--- config.mk ---
export PLATFORM = sky130hd
export DESIGN_NAME = masked_ha_feeder
export DESIGN_NICKNAME = d
export VERILOG_FILES = /design/src/rtl/masking_pkg.sv /design/src/rtl/mask_lfsr.sv /design/src/rtl/masked_ha_feeder.sv
export SDC_FILE = /design/constraint.sdc
export NUM_CORES = 1
export LEC_CHECK = 0
export ABC_CLOCK_PERIOD_IN_PS = 1600
export CAP_MARGIN = 10
export CORE_UTILIZATION = 45
export DETAILED_ROUTE_END_ITERATION = 8
export PLACE_DENSITY = 0.72
export SYNTH_ARGS = -nofsm -noshare
export SYNTH_HDL_FRONTEND = slang
export SYNTH_SLANG_ARGS = --single-unit
--- constraint.sdc ---
create_clock -name clk -period 1.6 [get_ports clk]
set_input_delay 0.32 -clock clk [delete_from_list [all_inputs] [get_ports clk]]
set_output_delay 0.32 -clock clk [all_outputs]
set_load 0.01 [all_outputs]
--- src/rtl/masking_pkg.sv ---
// Shared masking definitions: LFSR taps, one-step LFSR function, two-share type.
package masking_pkg;

    // Width the tap constant and step function are defined for.
    localparam int LFSR_POLY_W = 16;

    // Taps for x^16+x^14+x^13+x^11+1 in a left-shifting Fibonacci LFSR:
    // state bits 15, 13, 12 and 10 feed the XOR.
    localparam logic [LFSR_POLY_W-1:0] LFSR_POLY_TAPS = 16'hB400;

    // Two Boolean shares of one bit; the plain value is s0 ^ s1.
    typedef struct packed {
        logic s0;
        logic s1;
    } shares2_t;

    // One LFSR step: shift left and append the XOR of the tapped bits.
    function automatic logic [LFSR_POLY_W-1:0] lfsr_step(input logic [LFSR_POLY_W-1:0] s);
        logic fb;
        fb = ^(s & LFSR_POLY_TAPS);
        return {s[LFSR_POLY_W-2:0], fb};
    endfunction

    // Refresh both shares with the same mask bit; the plain value is preserved.
    function automatic shares2_t refresh_shares(input logic s0, input logic s1, input logic m);
        shares2_t r;
        r.s0 = s0 ^ m;
        r.s1 = s1 ^ m;
        return r;
    endfunction

endpackage

--- src/rtl/mask_lfsr.sv ---
// Randomness source: 16-bit Fibonacci LFSR that advances three steps per
// consumed draw and exposes its three low bits as the current draw.
module mask_lfsr
    import masking_pkg::*;
#(
    parameter int                LFSR_W       = 16,
    parameter logic [LFSR_W-1:0] DEFAULT_SEED = 16'hACE1
) (
    input  logic              clk,
    input  logic              rst,
    input  logic              load,
    input  logic [LFSR_W-1:0] seed,
    input  logic              advance,
    output logic [2:0]        rnd
);

    logic [LFSR_W-1:0] state;
    logic [LFSR_W-1:0] state_step3;
    logic [LFSR_W-1:0] seed_fixed;

    // An all-zero state would lock the LFSR, so a zero seed becomes 1.
    assign seed_fixed = (seed == '0) ? {{(LFSR_W-1){1'b0}}, 1'b1} : seed;

    // Three unrolled steps so each draw uses bits never handed out before.
    always_comb begin
        state_step3 = state;
        state_step3 = lfsr_step(state_step3);
        state_step3 = lfsr_step(state_step3);
        state_step3 = lfsr_step(state_step3);
    end

    // State register: reset, seed load has priority, otherwise advance or hold.
    always_ff @(posedge clk) begin
        if (rst) begin
            state <= DEFAULT_SEED;
        end else if (load) begin
            state <= seed_fixed;
        end else if (advance) begin
            state <= state_step3;
        end
    end

    assign rnd = state[2:0];

endmodule

--- src/rtl/masked_ha_feeder.sv ---
// Register stage in front of the masked half adder. Takes two-share operands
// over valid/ready, re-masks each operand with fresh LFSR bits, registers the
// shares together with the carry-AND mask r0, and raises reseed_req after a
// configurable number of accepted transactions.
//
// Handshake: a transfer happens on a rising edge where valid and ready are
// both high. in_ready never depends on in_valid; out_valid stays high and the
// data outputs stay bit-stable until out_ready is seen high.
module masked_ha_feeder
    import masking_pkg::*;
#(
    parameter int                LFSR_W       = 16,
    parameter logic [LFSR_W-1:0] DEFAULT_SEED = 16'hACE1,
    parameter logic [15:0]       RESEED_CNT   = 16'd1024
) (
    input  logic              clk,
    input  logic              rst,
    input  logic              seed_load,
    input  logic [LFSR_W-1:0] seed,
    input  logic              in_valid,
    output logic              in_ready,
    input  logic              in_a0,
    input  logic              in_a1,
    input  logic              in_b0,
    input  logic              in_b1,
    output logic              out_valid,
    input  logic              out_ready,
    output logic              A0,
    output logic              A1,
    output logic              B0,
    output logic              B1,
    output logic              r0,
    output logic              reseed_req
);

    logic       accept;
    logic       drain;
    logic [2:0] rnd;
    shares2_t   a_next;
    shares2_t   b_next;
    shares2_t   a_q;
    shares2_t   b_q;
    logic       r0_q;
    logic       valid_q;
    logic [15:0] txn_cnt;
    logic        req_q;

    // Ready when the output slot is free or being emptied; a seed load blocks
    // acceptance so no draw straddles two seeds.
    assign in_ready = (!valid_q || out_ready) && !seed_load;
    assign accept   = in_valid && in_ready;
    assign drain    = valid_q && out_ready;

    mask_lfsr #(
        .LFSR_W       (LFSR_W),
        .DEFAULT_SEED (DEFAULT_SEED)
    ) u_lfsr (
        .clk     (clk),
        .rst     (rst),
        .load    (seed_load),
        .seed    (seed),
        .advance (accept),
        .rnd     (rnd)
    );

    // Fresh masks: bit 0 re-masks A, bit 1 re-masks B, bit 2 becomes r0.
    always_comb begin
        a_next = refresh_shares(in_a0, in_a1, rnd[0]);
        b_next = refresh_shares(in_b0, in_b1, rnd[1]);
    end

    // Output register: load on accept, clear valid on drain, otherwise hold.
    // All share bits load in the same edge, so no partial refresh is visible.
    always_ff @(posedge clk) begin
        if (rst) begin
            valid_q <= 1'b0;
            a_q     <= '0;
            b_q     <= '0;
            r0_q    <= 1'b0;
        end else if (accept) begin
            valid_q <= 1'b1;
            a_q     <= a_next;
            b_q     <= b_next;
            r0_q    <= rnd[2];
        end else if (drain) begin
            valid_q <= 1'b0;
        end
    end

    // Transaction counter and sticky reseed request; seed load restarts both.
    always_ff @(posedge clk) begin
        if (rst) begin
            txn_cnt <= '0;
            req_q   <= 1'b0;
        end else if (seed_load) begin
            txn_cnt <= '0;
            req_q   <= 1'b0;
        end else if (accept) begin
            if (txn_cnt != RESEED_CNT) begin
                txn_cnt <= txn_cnt + 16'd1;
            end
            if (txn_cnt == (RESEED_CNT - 16'd1)) begin
                req_q <= 1'b1;
            end
        end
    end

    assign out_valid  = valid_q;
    assign A0         = a_q.s0;
    assign A1         = a_q.s1;
    assign B0         = b_q.s0;
    assign B1         = b_q.s1;
    assign r0         = r0_q;
    assign reseed_req = req_q;

endmodule

==> results.cfg, run 1 <==
[sta]
period_minus_slack_ns = 1.552
final_max_slew_viol_count = 0
setup_tns_ns = 0
setup_viol = 0
setup_slack_ns = 0.04847
rsz0062_at_grt = true
final.setup_skew_ns = 0.01236
hold_violations = 0
relSlewSlack_pct = 76.62
tightest_slew_ns = 0.3475
fin_hold_ws_ns = 0.4715
fmax_mhz = 644.5
period_share_pct = 96.97

[synthesis]
avgSynthCellArea_um2 = 8.627
synthAdderAreaFrac_pct = 1.267
async_reset_ff_share_pct = 0
yosys-mux-area-fraction_pct = 0.5066
synth_common_cells = dfxtp_1 (39), a21oi_1 (18), nor2_1 (16)
ys_seq_area_share_pct = 39.52
synthXorXnorAreaFrac_pct = 7.093
synth_top_flop_cell = dfxtp_1
syn_nets = 256
ys_warn_count = 0
yosysMostFrequentCell = dfxtp_1
synth_compound_area_share_pct = 21.41
ys_ff_latch = 39
synth_area_um2 = 1976
synth_cells = 229
ys_types = 48
netlist.area_leader.share_pct = 39.52
synth_area_leaders = dfxtp_1 (40%), xnor2_1 (4.9%), a21oi_1 (4.6%)
yosysTopAreaCell = dfxtp_1
yosys.area_share.simple_pct = 24.38
synth_top_family_by_area = simple AND/OR/NAND/NOR gates
synth_edf_count = 0

[detailed_routing]
vias = 1938
routed_wl_mm = 5.032
first_pass_iters = 4
drtIter0Drc = 112
detail-route-antenna-nets = 0
wl_per_cell_um = 14.80
routed_via_density = 5.700
drc = 0

[floorplan]
die_x_um = 68.26
start_util_pct = 48.01
dieArea_um2 = 4659
io_pins = 33
core.rowCount = 23
core_area_um2 = 4115
die_h_um = 68.26

[critical_path]
worstPathArrival_ns = 1.80
end_kind = register
rr_worst_depth = 7
cp-start-kind = register
cp.required_ns = 1.85
rr_endpoint = txn_cnt[1]
critPathKind = register to register
r2r_setup_slack_ns = 0.05
reg2reg_from = txn_cnt[0]
worst-path-max-fanout = 6

[placed_design]
gp_congestion = 0.8716
place_ws_ns = -0.3457
place_area_um2 = 2499
dp_cells = 326
portBuffers = 32
dp_hpwl_mm = 3.493

[cts]
cts.path.max_buffers = 2
holdBufCountCts = 0
htreeDepth = 2
path_clk_slew_ns = 0.09
worstSkewPairLatency_ns = 0.30
cts.sinks = 39
root_buffer = clkbuf_8
cts_tree = yes
cts_buffers = 5

[min_path]
hold_class = register to register
worstHoldStart = r0
min_path_cells = 2
min_to = r0

[global_route]
gr-usage-all-layers_pct = 23.75
antenna_found_initial = 0
grt_overflow_total = 0
grt_pass1_wl_mm = 8.045
grt_pass1_vias = 1795
grt_max_degree = 18

[pwr]
vdd_drop_max_mv = 0.7478
power_leakage_nw = 1.072
p_per_area_nw_per_um2 = 828.8

[final_layout]
nFillCells = 358
multiInputGateArea_um2 = 1126
area_growth_pct = 38.51
seq_area_um2 = 793.3
final_area_um2 = 2736
fin_cells = 340
n_antenna_cell = 0
drive_gt1_share_pct = 23.45
finalNetCount = 316

[status]
run_status = finished clean

[run]
cap_viol_max_count = 0
-- kinds of logic after synthesis --
family | after synthesis
muxes | 1
and+or+nand+nor | 85
buffers and inverters | 25
AOI/OAI and AO/OA | 61
DFF | 39
adders and majority gates | 2
xor gates and xnor gates | 16
-- flip-flops by register name, indices dropped and copies added, names as in the netlist --
name          cells
r0                1
B0                1
txn_cnt          16
reseed_req        1
A0                1
out_valid         1
u_lfsr.state     16
A1                1
B1                1
-- metrics by stage --
stage	total power, mW	utilization [%]
4_1_cts	2.273	64.58
3_5_place_dp	1.410	60.72
2_1_floorplan	1.243	-
3_3_place_gp	1.408	60.72
5_1_grt	2.359	66.49
6_report	2.268	66.49
-- placed cells by master, fill, tap and decap left out, types with 6 or more instances in the layout --
cell | synthesis | final
a211oi_1 | 7 | 7
nor2_1 | 16 | 16
dfxtp_1 | 39 | 33
o21ai_0 | 8 | 8
or4_1 | 6 | 6
a21oi_1 | 18 | 18
clkdlybuf4s50_1 | 0 | 28
o221a_2 | 6 | 6
nand2_1 | 15 | 15
nand3_1 | 10 | 10
xnor2_1 | 11 | 11
buf_4 | 1 | 33
inv_1 | 12 | 12
-- power by group --
part	switching (mW)	internal, mW	total, mW
clock network	0.392	0.470	0.862
logic	0.157	0.200	0.358
registers	0.0366	1.01	1.05
-- area by class of cell --
type	instances	area share (%)
inverter	12	1.646
sequential	39	28.99
clock buffer	5	2.515
clock inverter	3	1.692
multi-input combinational	165	41.15
tap	50	2.286
timing repair buffer	66	21.72
-- worst max path at each step --
stage / from / end / depth (start not counted)
after global placement: seed_load / txn_cnt[0] / 5
after global routing: txn_cnt[1] / txn_cnt[12] / 5
after floorplan: txn_cnt[0] / txn_cnt[12] / 5
after CTS: in_valid / txn_cnt[11] / 5
final: txn_cnt[0] / txn_cnt[1] / 7
after detailed placement: seed_load / txn_cnt[0] / 5
-- worst max-delay path: stages (launching register included) --
cell	delay [ns]
dfxtp_4	0.37
inv_1	0.08
ha_1	0.15
nor4b_2	0.21
nand4_1	0.12
buf_4	0.18
a211oi_1	0.25
a41o_1	0.12
-- per-layer routing --
metal | vias up | track usage [%] | share of wire, %
met5 | - | 0 | 0
met4 | 0 | 14.32 | 2.2
met3 | 10 | 5.833 | 4.9
met2 | 58 | 38.60 | 49
met1 | 907 | 27.91 | 44
li1 | 963 | - | -
-- repair_timing --
action                     in CTS  in global routing
buffers inserted                3                  3
resized for setup               4                 19
setup endpoints to repair       7                 17
pin swaps                       3                  4
Note: power is estimated with default switching activity, not from simulation.
==> run 2, diff against run 1 <==
--- a/config.mk
+++ b/config.mk
@@ -8,8 +8,9 @@
 export ABC_CLOCK_PERIOD_IN_PS = 1600
 export CAP_MARGIN = 10
 export CORE_UTILIZATION = 45
+export CTS_CLUSTER_DIAMETER = 40
 export DETAILED_ROUTE_END_ITERATION = 8
-export PLACE_DENSITY = 0.72
+export PLACE_DENSITY = 0.74
 export SYNTH_ARGS = -nofsm -noshare
 export SYNTH_HDL_FRONTEND = slang
 export SYNTH_SLANG_ARGS = --single-unit
==> run 2 against run 1 <==
Clock skew rose by 0.00082 ns. Largest cell class unchanged. Critical endpoint is now out_valid. Maximum frequency fell by 1.6%. Via count is 2.0% lower.
==> results.cfg, run 2 (synthesis results as in run 1) <==
[status]
run_status = finished clean

[cts]
holdBufCountCts = 0
cts.sinks = 39
path_clk_slew_ns = 0.08
root_buffer = clkbuf_8
cts.path.max_buffers = 2
cts_buffers = 5
worstSkewPairLatency_ns = 0.30
cts_tree = yes
htreeDepth = 2

[critical_path]
slowest_delay_ns = 0.56
end_kind = output pin
timing.critical_path.max_delay_family = buffers and inverters
cp-start-kind = register
critPathKind = register to output pin
slowest_stage = clkdlybuf4s50_1
cp_num_buf_inv = 1
worstPathArrival_ns = 1.26
path_cells = clkdlybuf4s50_1
cp.required_ns = 1.28
worst-path-max-fanout = 3

[global_route]
antenna_found_initial = 0
grt_pass1_wl_mm = 7.741
grt_overflow_total = 0
grt_max_degree = 20
gr-usage-all-layers_pct = 22.77
grt_pass1_vias = 1652

[detailed_routing]
drc = 0
drtIter0Drc = 106
first_pass_iters = 4
detail-route-antenna-nets = 0
vias = 1900
wl_per_cell_um = 14.46
routed_wl_mm = 4.932
routed_via_density = 5.572

[sta]
final_max_slew_viol_count = 0
setup_slack_ns = 0.02400
fmax_mhz = 634.5
relSlewSlack_pct = 69.90
final.setup_skew_ns = 0.01319
setup_viol = 0
tightest_slew_ns = 0.4504
period_share_pct = 98.50
hold_violations = 0
setup_tns_ns = 0
period_minus_slack_ns = 1.576

[floorplan]
io_pins = 33
die_h_um = 68.26
core_area_um2 = 4115
core.rowCount = 23
dieArea_um2 = 4659
die_x_um = 68.26
start_util_pct = 48.01

[final_layout]
n_antenna_cell = 0
finalNetCount = 317
reg_top3 = txn_cnt (16), u_lfsr.state (16)
final_common_cell = buf_4
mostFrequentLayoutCells = buf_4 (35), dfxtp_1 (34), clkdlybuf4s50_1 (28)
area_growth_pct = 38.25
final_area_um2 = 2731
drive_gt1_share_pct = 24.40

[run]
cap_viol_max_count = 0

[pwr]
p_per_area_nw_per_um2 = 817.0
vdd_drop_max_mv = 0.5327
power_leakage_nw = 1.067

[placed_design]
gp_congestion = 0.8717
dp_hpwl_mm = 3.578
place_ws_ns = -0.3743
place_area_um2 = 2521
portBuffers = 32

[min_path]
hold_class = register to register
-- run 2: metrics by stage --
step / utilization, % / cells / hold WS, ns / power [mW]
global placement: 61.26 / 329 / 0.4542 / 1.408
global route: 66.37 / 341 / 0.4810 / 2.312
finish: 66.37 / 341 / 0.4711 / 2.232
floorplan: - / 229 / 0.4190 / 1.243
detailed placement: 61.26 / 329 / 0.4559 / 1.410
CTS: 64.15 / 337 / 0.4728 / 2.237
-- run 2: worst paths after layout --
| kind | slack, ns | to | start | cells past startpoint |
|---|---|---|---|---|
| setup / recovery | 0.02 | out_valid | out_valid | 1 |
| hold / removal | 0.47 | reseed_req | reseed_req | 1 |
| setup reg to reg | 0.05 | txn_cnt[1] | txn_cnt[0] | 7 |
| hold reg to reg | 0.47 | reseed_req | reseed_req | 1 |
-- run 2: report_power, final --
group	switching, mW	leakage [nW]	total [mW]	internal (mW)
registers	0.0375	0.322	1.05	1.01
logic	0.152	0.687	0.348	0.196
clock network	0.370	0.0581	0.834	0.464
total	0.559	1.07	2.23	1.67
-- run 2: layer usage --
metal | up-vias | track usage, % | share of wire (%)
li1 | 964 | - | -
met4 | 0 | 8.594 | 1.3
met2 | 50 | 38.36 | 50
met5 | - | 0 | 0
met3 | 6 | 5.500 | 4.5
met1 | 880 | 27.71 | 44
-- run 2: area by class of cell --
class                      count  area [um2]
timing repair buffer          67       588.1
inverter                      12       45.04
sequential                    39       789.5
clock inverter                 3       43.79
fill                         348        1384
multi-input combinational    165        1134
clock buffer                   5       68.82
tap                           50       62.56
-- run 2: timing repair --
item	in CTS	in global routing
buffers inserted	0	4
gates resized for setup	6	19
pin swaps	0	6
setup endpoints to repair	4	10
